<file path="src/rtl/ripple_divider.sv">
// Unsigned multi-cycle restoring divider: one quotient bit per clock, MSB first,
// with an explicit ripple-borrow subtractor and a ready/valid/ack handshake.
module ripple_divider #(
  parameter signed [31:0] N = 4
) (
  input  logic         clk,
  input  logic         rst_n,
  input  logic         start,
  input  logic [N-1:0] a,
  input  logic [N-1:0] b,
  input  logic         ack,
  output logic         ready,
  output logic         valid,
  output logic [N-1:0] quotient,
  output logic [N-1:0] remainder,
  output logic         div_by_zero
);

  localparam int CW = $clog2(N + 1);

  typedef enum logic [1:0] {
    IDLE = 2'b00,
    CALC = 2'b01,
    DONE = 2'b10
  } state_t;

  state_t        state_q, state_d;
  // Dividend shifts out MSB first while quotient bits shift in at the LSB.
  logic [N-1:0]  dvd_q, dvd_d;
  logic [N-1:0]  dvs_q, dvs_d;
  logic [N-1:0]  prem_q, prem_d;
  logic [CW-1:0] cnt_q, cnt_d;
  logic [N-1:0]  quo_q, quo_d;
  logic [N-1:0]  rem_q, rem_d;
  logic          dbz_q, dbz_d;

  logic [N:0]    trial_s;
  logic [N:0]    sub_s;
  logic          borrow_s;
  logic [N-1:0]  prem_step_s;
  logic [N-1:0]  dvd_step_s;
  logic          last_s;

  // Returns {borrow_out, difference[N-1:0]} of x - y over an N+1-bit ripple chain.
  function automatic logic [N:0] sub_borrow(input logic [N:0] x, input logic [N:0] y);
    logic [N:0] diff;
    logic       br;
    br = 1'b0;
    for (int i = 0; i <= N; i++) begin
      diff[i] = x[i] ^ y[i] ^ br;
      br      = (~x[i] & y[i]) | (~(x[i] ^ y[i]) & br);
    end
    return {br, diff[N-1:0]};
  endfunction

  // One restoring step: trial subtract, keep the difference only when no borrow.
  always_comb begin
    trial_s     = {prem_q, dvd_q[N-1]};
    sub_s       = sub_borrow(trial_s, {1'b0, dvs_q});
    borrow_s    = sub_s[N];
    if (borrow_s) begin
      prem_step_s = trial_s[N-1:0];
    end else begin
      prem_step_s = sub_s[N-1:0];
    end
    dvd_step_s  = {dvd_q[N-2:0], ~borrow_s};
    last_s      = (cnt_q == CW'(N - 1));
  end

  // State and datapath registers with synchronous active-low reset.
  always_ff @(posedge clk) begin
    if (!rst_n) begin
      state_q <= IDLE;
      dvd_q   <= {N{1'b0}};
      dvs_q   <= {N{1'b0}};
      prem_q  <= {N{1'b0}};
      cnt_q   <= {CW{1'b0}};
      quo_q   <= {N{1'b0}};
      rem_q   <= {N{1'b0}};
      dbz_q   <= 1'b0;
    end else begin
      state_q <= state_d;
      dvd_q   <= dvd_d;
      dvs_q   <= dvs_d;
      prem_q  <= prem_d;
      cnt_q   <= cnt_d;
      quo_q   <= quo_d;
      rem_q   <= rem_d;
      dbz_q   <= dbz_d;
    end
  end

  // Next-state selection.
  always_comb begin
    state_d = state_q;
    case (state_q)
      IDLE: begin
        if (start) begin
          if (b != {N{1'b0}}) begin
            state_d = CALC;
          end else begin
            state_d = DONE;
          end
        end else begin
          state_d = IDLE;
        end
      end
      CALC: begin
        if (last_s) begin
          state_d = DONE;
        end else begin
          state_d = CALC;
        end
      end
      DONE: begin
        if (ack) begin
          state_d = IDLE;
        end else begin
          state_d = DONE;
        end
      end
      default: state_d = IDLE;
    endcase
  end

  // Datapath updates; results are committed to quo/rem only on entry to DONE.
  always_comb begin
    dvd_d  = dvd_q;
    dvs_d  = dvs_q;
    prem_d = prem_q;
    cnt_d  = cnt_q;
    quo_d  = quo_q;
    rem_d  = rem_q;
    dbz_d  = dbz_q;
    case (state_q)
      IDLE: begin
        if (start) begin
          dvd_d  = a;
          dvs_d  = b;
          prem_d = {N{1'b0}};
          cnt_d  = {CW{1'b0}};
          if (b == {N{1'b0}}) begin
            quo_d = {N{1'b1}};
            rem_d = a;
            dbz_d = 1'b1;
          end else begin
            quo_d = {N{1'b0}};
            rem_d = {N{1'b0}};
            dbz_d = 1'b0;
          end
        end else begin
          cnt_d = cnt_q;
        end
      end
      CALC: begin
        dvd_d  = dvd_step_s;
        prem_d = prem_step_s;
        cnt_d  = cnt_q + CW'(1);
        if (last_s) begin
          quo_d = dvd_step_s;
          rem_d = prem_step_s;
        end else begin
          quo_d = quo_q;
        end
      end
      DONE: begin
        cnt_d = cnt_q;
      end
      default: begin
        cnt_d = {CW{1'b0}};
      end
    endcase
  end

  // Output decode from registered state and result registers.
  always_comb begin
    ready       = (state_q == IDLE);
    valid       = (state_q == DONE);
    quotient    = quo_q;
    remainder   = rem_q;
    div_by_zero = dbz_q;
  end

endmodule

</file>
<file path="config.mk">
export PLATFORM = sky130hd
export DESIGN_NAME = ripple_divider
export DESIGN_NICKNAME = d
export VERILOG_FILES = /design/src/rtl/ripple_divider.sv
export SDC_FILE = /design/constraint.sdc
export NUM_CORES = 1
export LEC_CHECK = 0
export BUFFER_PORTS_ARGS = -buffer_cell sky130_fd_sc_hd__buf_2
export CORE_MARGIN = 5
export CORE_UTILIZATION = 49
export DETAILED_ROUTE_END_ITERATION = 16
export GPL_TIMING_DRIVEN = 0
export PLACE_DENSITY = 0.74
export SYNTH_ARGS = -nofsm -noshare
export SYNTH_HDL_FRONTEND = slang
export SYNTH_SLANG_ARGS = --single-unit
export TNS_END_PERCENT = 1
</file>
<file path="constraint.sdc">
create_clock -name clk -period 2.2 [get_ports clk]
set_input_delay 0.22 -clock clk [delete_from_list [all_inputs] [get_ports clk]]
set_output_delay 0.22 -clock clk [all_outputs]
set_load 0.1 [all_outputs]
</file>
==> results.cfg, run 1 <==
[placed_design]
gp_congestion = 0.854
post-dp-hpwl_um = 2230
numPortBuffers = 21
dpl.cell_count = 199

[setup_path]
start_kind = flop
critPathMaxFanout = 3
crit_type = reg2reg
worst_ep_required_time_ns = 2.43
cp.arrival_ns = 2.45
rr_worst_depth = 12
cp-end-kind = flop

[sta]
setup_slack_ns = -0.0204
post-route-min-period_ns = 2.22
slew_viol_final = 0
tightest_slew_ns = 0.486
rsz0062_at_grt = true
maxSlewHeadroom_pct = 67.9
fin_setup_tns_ns = -0.0204
max_freq_mhz = 450
post-route-period-util_pct = 101
hold_violations = 0
setup_viol = 1
finalClockSkew_ns = 0.0118

[finish]
n_antenna_cell = 0
drive_gt1_share_pct = 29.8
fill_cells = 213
syn_to_final_growth_pct = 21.5
nNetsFinal = 197
mostFrequentLayoutCell = buf_2
final-instance-count-excl-fill = 208
multi_input_area_um2 = 704
ff_latch_area_um2 = 522
mostFrequentLayoutCells = buf_2 (26), dfxtp_1 (25), nand2_1 (18), o21ai_0 (14), a21oi_1 (10)

[logic_synthesis]
yosysTopAreaCellShare_pct = 40.7
synth_area_leaders = dfxtp_1 (41%), nand2_1 (5.9%), o21ai_0 (5.9%)
ys_warn_count = 0
synth_edf_count = 0
syn_avg_cell_area_um2 = 8.65
syn_nets = 166
synth-seq-cells = 26
synth-async-reset-ratio_pct = 0
synth-seq-area-share_pct = 40.7
ys.flop_type = dfxtp_1
synth_top_cell_by_area = dfxtp_1
synth_cell_types = 30
synthCells = 148
synth_area_mm2 = 0.00128

[power_and_ir_drop]
power_frac_seq_pct = 43.1
peakVddDrop_uv = 555
p_switching_uw = 410
sw_frac_of_total_pct = 33.4
p_clk_share_pct = 26.7
p_leak_uw = 0.000665
comb_power_share_pct = 30.2
intPower_uw = 819
power.density_mw_per_mm2 = 790

[global_route]
top_usage_layer = met2
grt_pass1_wl_um = 5210
grt_max_degree = 16
met1_usage_pct = 23.5
overflow = 0
grt.met3_usage_pct = 3.35
grt_usage_pct = 18.8
antenna_found_initial = 0
grt_pass1_vias = 1131
met2_usage_pct = 31.9

[floorplan]
die-height_um = 61.1
core_area_mm2 = 0.00248
top_level_ports = 23
die_area_mm2 = 0.00373
placementRows = 18
initial_core_util_pct = 51.7
die_x_um = 61.1

[hold_path]
min_delay_path_depth = 3
holdCritPathClass = in2reg

[clock_tree]
cts_made_buffers = 3
clock_latency_ns = 0.33
cts_root_buf = clkbuf_4
htreeDepth = 1
cts_buffer_depth = 2
clock_sinks = 26
clk_pin_slew_ns = 0.15
cts_tree = done

[route]
drc = 0
viasPerCell = 5.51
firstDrtPassIters = 4
dr_total_vias = 1146
drt_wl_total_um = 3000
drtAntennaViolNets = 0
wl_per_cell_um = 14.4
first_iter_violations = 32

[status]
status = finished, violations left
violations = negative setup slack

[flow_run]
maxCapViolCount = 0
[Yosys cell counts (2+ instances only)]
| cell | number |
|---|---|
| o211ai_1 | 3 |
| o21ai_0 | 15 |
| nand2_1 | 20 |
| nand2b_1 | 3 |
| nor2_1 | 8 |
| inv_1 | 11 |
| dfxtp_1 | 26 |
| buf_2 | 6 |
| a22oi_1 | 3 |
| a21boi_1 | 2 |
| fa_1 | 3 |
| a31oi_1 | 4 |
| ha_1 | 3 |
| nor2b_1 | 8 |
| a21boi_0 | 4 |
| clkbuf_1 | 2 |
| mux2i_1 | 5 |
| a21oi_1 | 10 |
[worst max-delay path, cell delays in order (launching register included)]
cell and delay (ns):
dfxtp_2 0.37, inv_2 0.04, ha_4 0.15, inv_2 0.05, fa_2 0.18, inv_2 0.04, fa_2 0.33, fa_2 0.33
nand2b_1 0.09, buf_6 0.11, mux2_4 0.30, nand2_2 0.07, a31oi_1 0.07
[cell families (layout without fill, tap and decap cells)]
kind of cell | after synthesis | after routing | synth area share, %
AOI/OAI and AO/OA | 43 | 43 | 19.8
DFF | 26 | 26 | 40.7
and+or+nand+nor | 47 | 47 | 20.3
adders and majority gates | 6 | 6 | 7.63
muxes | 6 | 6 | 4.79
buffers and inverters | 20 | 50 | 6.75
[power by group through the flow]
stage	Combinational, µW	Clock (µW)	Sequential, µW
after floorplan	159	0	629
after CTS	355	329	530
final	371	328	529
after global placement	309	0	537
after detailed placement	318	0	539
after global routing	401	352	535
[worst paths after layout]
path                                 from      endpoint  slack [ns]
worst max-delay path             dvd_q[3]  remainder[1]       -0.02
worst max register to register   dvd_q[3]  remainder[1]       -0.02
worst min-delay path                 a[0]  remainder[0]        0.15
worst min register to register  prem_q[3]     prem_q[3]        0.46
[flip-flops by register name (all words and copies together), names as in the netlist]
signal	count
dvd_q	4
cnt_q	3
dvs_q	4
remainder	4
state_q	2
quotient	4
div_by_zero	1
prem_q	4
[area by class of cell]
type / count / area share, %
buffer: 9 / 3.30
timing repair buffer: 26 / 9.41
clock inverter: 1 / 1.93
tap: 30 / 2.41
sequential: 26 / 33.5
multi-input combinational: 102 / 45.3
clock buffer: 3 / 1.45
inverter: 11 / 2.65
[metrics by stage]
step | setup WS, ns | hold slack (ns) | util, % | power, µW | instance area, µm²
floorplan | -0.118 | 0.358 | - | 788 | 1280
global placement | -0.299 | 0.448 | 57.5 | 845 | 1430
detailed placement | -0.338 | 0.454 | 57.5 | 857 | 1430
CTS | -0.107 | 0.142 | 61.9 | 1210 | 1530
global route | -0.113 | 0.143 | 62.8 | 1290 | 1560
finish | -0.0204 | 0.146 | 62.8 | 1230 | 1560
[layer usage]
layer	routed length [µm]	part of all wire [%]
met1	1250	42
met4	51	1.7
met5	0	0
met2	1560	52
met3	128	4.3
[what timing repair did]
item | 4_1_cts | 5_1_grt
pin swaps | 11 | 9
hold buffers | 0 | 0
setup buffers | 3 | 2
setup endpoints to repair | 10 | 10
resized for setup | 16 | 4
Power figures use the tool's default switching activity.
==> run 2: changes to the inputs <==
PLACE_DENSITY = not set   (was 0.74)
PLACE_DENSITY_LB_ADDON = 0.2   (was not set)
==> results.cfg, run 2 (synthesis gave the netlist of run 1 again) <==
[setup_path]
start_kind = flop
slowest_delay_ns = 0.36
cp-end-kind = flop
crit_type = reg2reg
critPathMaxFanout = 3
cpLargestDelayFamily = adder cells
cp.arrival_ns = 2.45
worstPathCellList = inv_2 > ha_4 > inv_2 > fa_2 > inv_2 > fa_2 > fa_2 > nand2b_1 > buf_6 > mux2_4 > nand2_4 > a31oi_4
worst_ep_required_time_ns = 2.41
critPathBufInv = 4
cp_slowest_cell = dfxtp_2

[route]
viasPerCell = 5.36
drtAntennaViolNets = 0
drc = 0
firstDrtPassIters = 4
wl_per_cell_um = 14.5
dr_total_vias = 1109
drt_wl_total_um = 3000
first_iter_violations = 54

[finish]
mostFrequentLayoutCell = buf_2
drive_gt1_share_pct = 30.5
final-instance-count-excl-fill = 207
nNetsFinal = 196
fill_cells = 218
final_util_pct = 63.4
mostFrequentLayoutCells = buf_2 (26), dfxtp_1 (24), nand2_1 (19), o21ai_0 (14), a21oi_1 (9)
n_antenna_cell = 0
syn_to_final_growth_pct = 22.7

[placed_design]
dpl.cell_count = 199
numPortBuffers = 21
post-dp-hpwl_um = 2250
gp_congestion = 0.891

[floorplan]
core_area_mm2 = 0.00248
die-height_um = 61.1
top_level_ports = 23
die_area_mm2 = 0.00373
die_x_um = 61.1
placementRows = 18
initial_core_util_pct = 51.7

[hold_path]
holdCritPathClass = in2reg

[sta]
slew_viol_final = 0
setup_slack_ns = -0.0440
setup_viol = 2
hold_violations = 0
post-route-min-period_ns = 2.24
finalClockSkew_ns = 0.00268
post-route-period-util_pct = 102
max_freq_mhz = 446
rsz0062_at_grt = true
maxSlewHeadroom_pct = 67.6
tightest_slew_ns = 0.489

[clock_tree]
cts_tree = done
clk_pin_slew_ns = 0.14
clock_latency_ns = 0.31
cts_root_buf = clkbuf_4
hold_buffers = 0
clock_sinks = 26
cts_buffer_depth = 2
cts_made_buffers = 3
htreeDepth = 1

[power_and_ir_drop]
power_uw = 1230
power.density_mw_per_mm2 = 781
peakVddDrop_uv = 626
p_leak_uw = 0.000671

[global_route]
grt_usage_pct = 18.4
grt_max_degree = 16
grt_pass1_wl_um = 5110
antenna_found_initial = 0
grt_pass1_vias = 1082
overflow = 0

[status]
violations = negative setup slack
status = finished, violations left

[flow_run]
maxCapViolCount = 0
==> run 2: layout make-up <==
| cell class | count | area [µm²] | share of cell area [%] |
|---|---|---|---|
| buffer | 9 | 51.3 | 3.27 |
| clock buffer | 3 | 22.5 | 1.43 |
| clock inverter | 1 | 30.0 | 1.91 |
| inverter | 11 | 41.3 | 2.63 |
| multi-input combinational | 102 | 726 | 46.2 |
| sequential | 26 | 523 | 33.3 |
| tap | 30 | 37.5 | 2.39 |
| timing repair buffer | 25 | 139 | 8.84 |
==> run 2: worst paths after layout <==
check	slack (ns)	from	cells past startpoint	to
worst min-delay path	0.17	a[0]	3	remainder[0]
worst min register to register	0.47	prem_q[3]	2	prem_q[3]
worst max-delay path	-0.04	dvd_q[3]	12	remainder[1]
worst max register to register	-0.04	dvd_q[3]	12	remainder[1]
==> run 2: worst register-to-register path, cell delays in order (launching register included) <==
cell      delay [ns]
dfxtp_2         0.36
inv_2           0.04
ha_4            0.14
inv_2           0.04
fa_2            0.18
inv_2           0.04
fa_2            0.34
fa_2            0.33
nand2b_1        0.09
buf_6           0.11
mux2_4          0.31
nand2_4         0.09
a31oi_4         0.07
==> run 2: metal layers <==
metal | up-vias | share of wire (%) | track usage [%]
li1 | 560 | - | -
met1 | 516 | 46 | 26.4
met2 | 31 | 48 | 28.7
met3 | 2 | 6.2 | 3.35
met4 | 0 | 0.57 | 4.64
met5 | - | 0 | 0
==> run 2: through the flow <==
stage          area, µm²  TNS (ns)  setup slack (ns)  hold slack (ns)
6_report            1570   -0.0615           -0.0440            0.167
4_1_cts             1530    -0.504            -0.103            0.152
3_3_place_gp        1430    -0.995            -0.268            0.449
3_5_place_dp        1430     -1.50            -0.330            0.458
2_1_floorplan       1280    -0.234            -0.118            0.358
5_1_grt             1570    -0.559           -0.0922            0.129
==> run 2: power by group <==
part	leakage, µW	switching [µW]	internal, µW	total, µW
logic	0.000429	247	125	372
registers	0.000214	22.5	507	530
clock network	0.0000279	140	184	324
total	0.000671	409	817	1230
==> run 2: repair_timing <==
item | in CTS | in global routing
pin swaps | 10 | 6
setup buffers | 3 | 1
setup endpoints to repair | 10 | 10
cloned | 0 | 0
resized for setup | 16 | 7
==> run 3: changes to the inputs <==
SKIP_LAST_GASP = 1   (was not set)
==> results.cfg, run 3 (synthesis gave the netlist of run 1 again) <==
[finish]
mostFrequentLayoutCells = buf_2 (26), dfxtp_1 (24), nand2_1 (19), o21ai_0 (15), a21oi_1 (10)
mostFrequentLayoutCell = buf_2
syn_to_final_growth_pct = 22.4
fill_cells = 218
drive_gt1_share_pct = 29.9
nNetsFinal = 196
final_util_pct = 63.2
final_area_mm2 = 0.00157
final-instance-count-excl-fill = 207
n_antenna_cell = 0

[sta]
post-route-period-util_pct = 102
rsz0062_at_grt = true
max_freq_mhz = 447
setup_viol = 2
finalClockSkew_ns = 0.00507
hold_violations = 0
tightest_slew_ns = 0.489
slew_viol_final = 0
setup_slack_ns = -0.0374
post-route-min-period_ns = 2.24
maxSlewHeadroom_pct = 67.6

[floorplan]
core_area_mm2 = 0.00248
top_level_ports = 23
initial_core_util_pct = 51.7
placementRows = 18
die_area_mm2 = 0.00373
die_x_um = 61.1
die-height_um = 61.1

[setup_path]
cp-end-kind = flop
slowest_delay_ns = 0.36
worstPathCellList = inv_2 > ha_4 > inv_2 > fa_2 > inv_2 > fa_2 > fa_2 > nand2b_1 > buf_6 > mux2_4 > nand2_4 > a31oi_4
cp_slowest_cell = dfxtp_2
rr_startpoint = dvd_q[3]
worst_ep_required_time_ns = 2.42
cp.arrival_ns = 2.46
crit_type = reg2reg
critPathMaxFanout = 3
start_kind = flop
critPathLaunch = dvd_q[3]

[placed_design]
dpl.cell_count = 199
pre_cts_slack_ns = -0.330
post-dp-hpwl_um = 2250
numPortBuffers = 21
placed_area_mm2 = 0.00143
gp_congestion = 0.891

[global_route]
grt_pass1_vias = 1082
overflow = 0
top_usage_layer = met2
antenna_found_initial = 0
grt_max_degree = 16
met1_usage_pct = 26.4
grt_usage_pct = 18.4
grt.met3_usage_pct = 3.35
grt_pass1_wl_um = 5110
met2_usage_pct = 28.7

[clock_tree]
htreeDepth = 1
cts_root_buf = clkbuf_4
clk_pin_slew_ns = 0.14
clock_latency_ns = 0.32
hold_buffers = 0
cts_tree = done
cts_buffer_depth = 2
cts_made_buffers = 3
clock_sinks = 26

[route]
drt_wl_total_um = 3010
drtAntennaViolNets = 0
firstDrtPassIters = 6
drc = 0
dr_total_vias = 1123
wl_per_cell_um = 14.5
viasPerCell = 5.43
first_iter_violations = 52

[power_and_ir_drop]
power_uw = 1230
power.density_mw_per_mm2 = 784
p_leak_uw = 0.000670
peakVddDrop_uv = 625

[hold_path]
holdCritPathClass = in2reg
min_from = a[0]

[flow_run]
maxCapViolCount = 0

[status]
status = finished, violations left
violations = negative setup slack
[run 3: cell counts in the layout (fill, tap and decap cells not counted)]
No cell type changed its count.
[run 3: area by class of cell]
type                            count  area [µm²]  area share [%]
Tap cell                           30        37.5            2.40
Inverter                           11        41.3            2.64
Clock buffer                        3        22.5            1.44
Multi-Input combinational cell    102         722            46.1
Sequential cell                    26         523            33.4
Timing Repair Buffer               25         139            8.87
Clock inverter                      1        30.0            1.92
Buffer                              9        51.3            3.27
[run 3: worst paths after layout]
path                                     end  slack, ns  cells after the start
worst max register to register  remainder[1]      -0.04                     12
worst min-delay path            remainder[0]       0.16                      3
worst min register to register     prem_q[3]       0.48                      2
worst max-delay path            remainder[1]      -0.04                     12
[run 3: metal layers]
layer,share of wire [%],up-vias
met5,0,-
met4,1.0,0
met3,6.8,4
met2,48,35
met1,44,526
li1,-,558
[run 3: where the power goes]
part           total (µW)  leakage, µW  internal (µW)  switching, µW
logic                 370     0.000428            124            245
clock network         328    0.0000279            184            143
registers             530     0.000214            507           22.6
[run 3: timing repair]
action	CTS	global route
pin swaps	5	5
setup buffers	3	1
resized for setup	14	6
setup endpoints to repair	10	10
[run 3: per-stage QoR]
step / hold WS, ns / setup TNS (ns)
final: 0.159 / -0.0489
after global placement: 0.449 / -0.995
after global routing: 0.132 / -0.669
after CTS: 0.153 / -0.566
after detailed placement: 0.458 / -1.50
after floorplan: 0.358 / -0.234
[run 3: critical path: cells and delay by family, from the launching register on]
family / cells / cell delay (ns)
buf+inv: 4 / 0.23
fa+ha+maj: 4 / 0.99
mux: 1 / 0.31
flops: 1 / 0.36
compound gates: 1 / 0.07
simple gates: 2 / 0.17
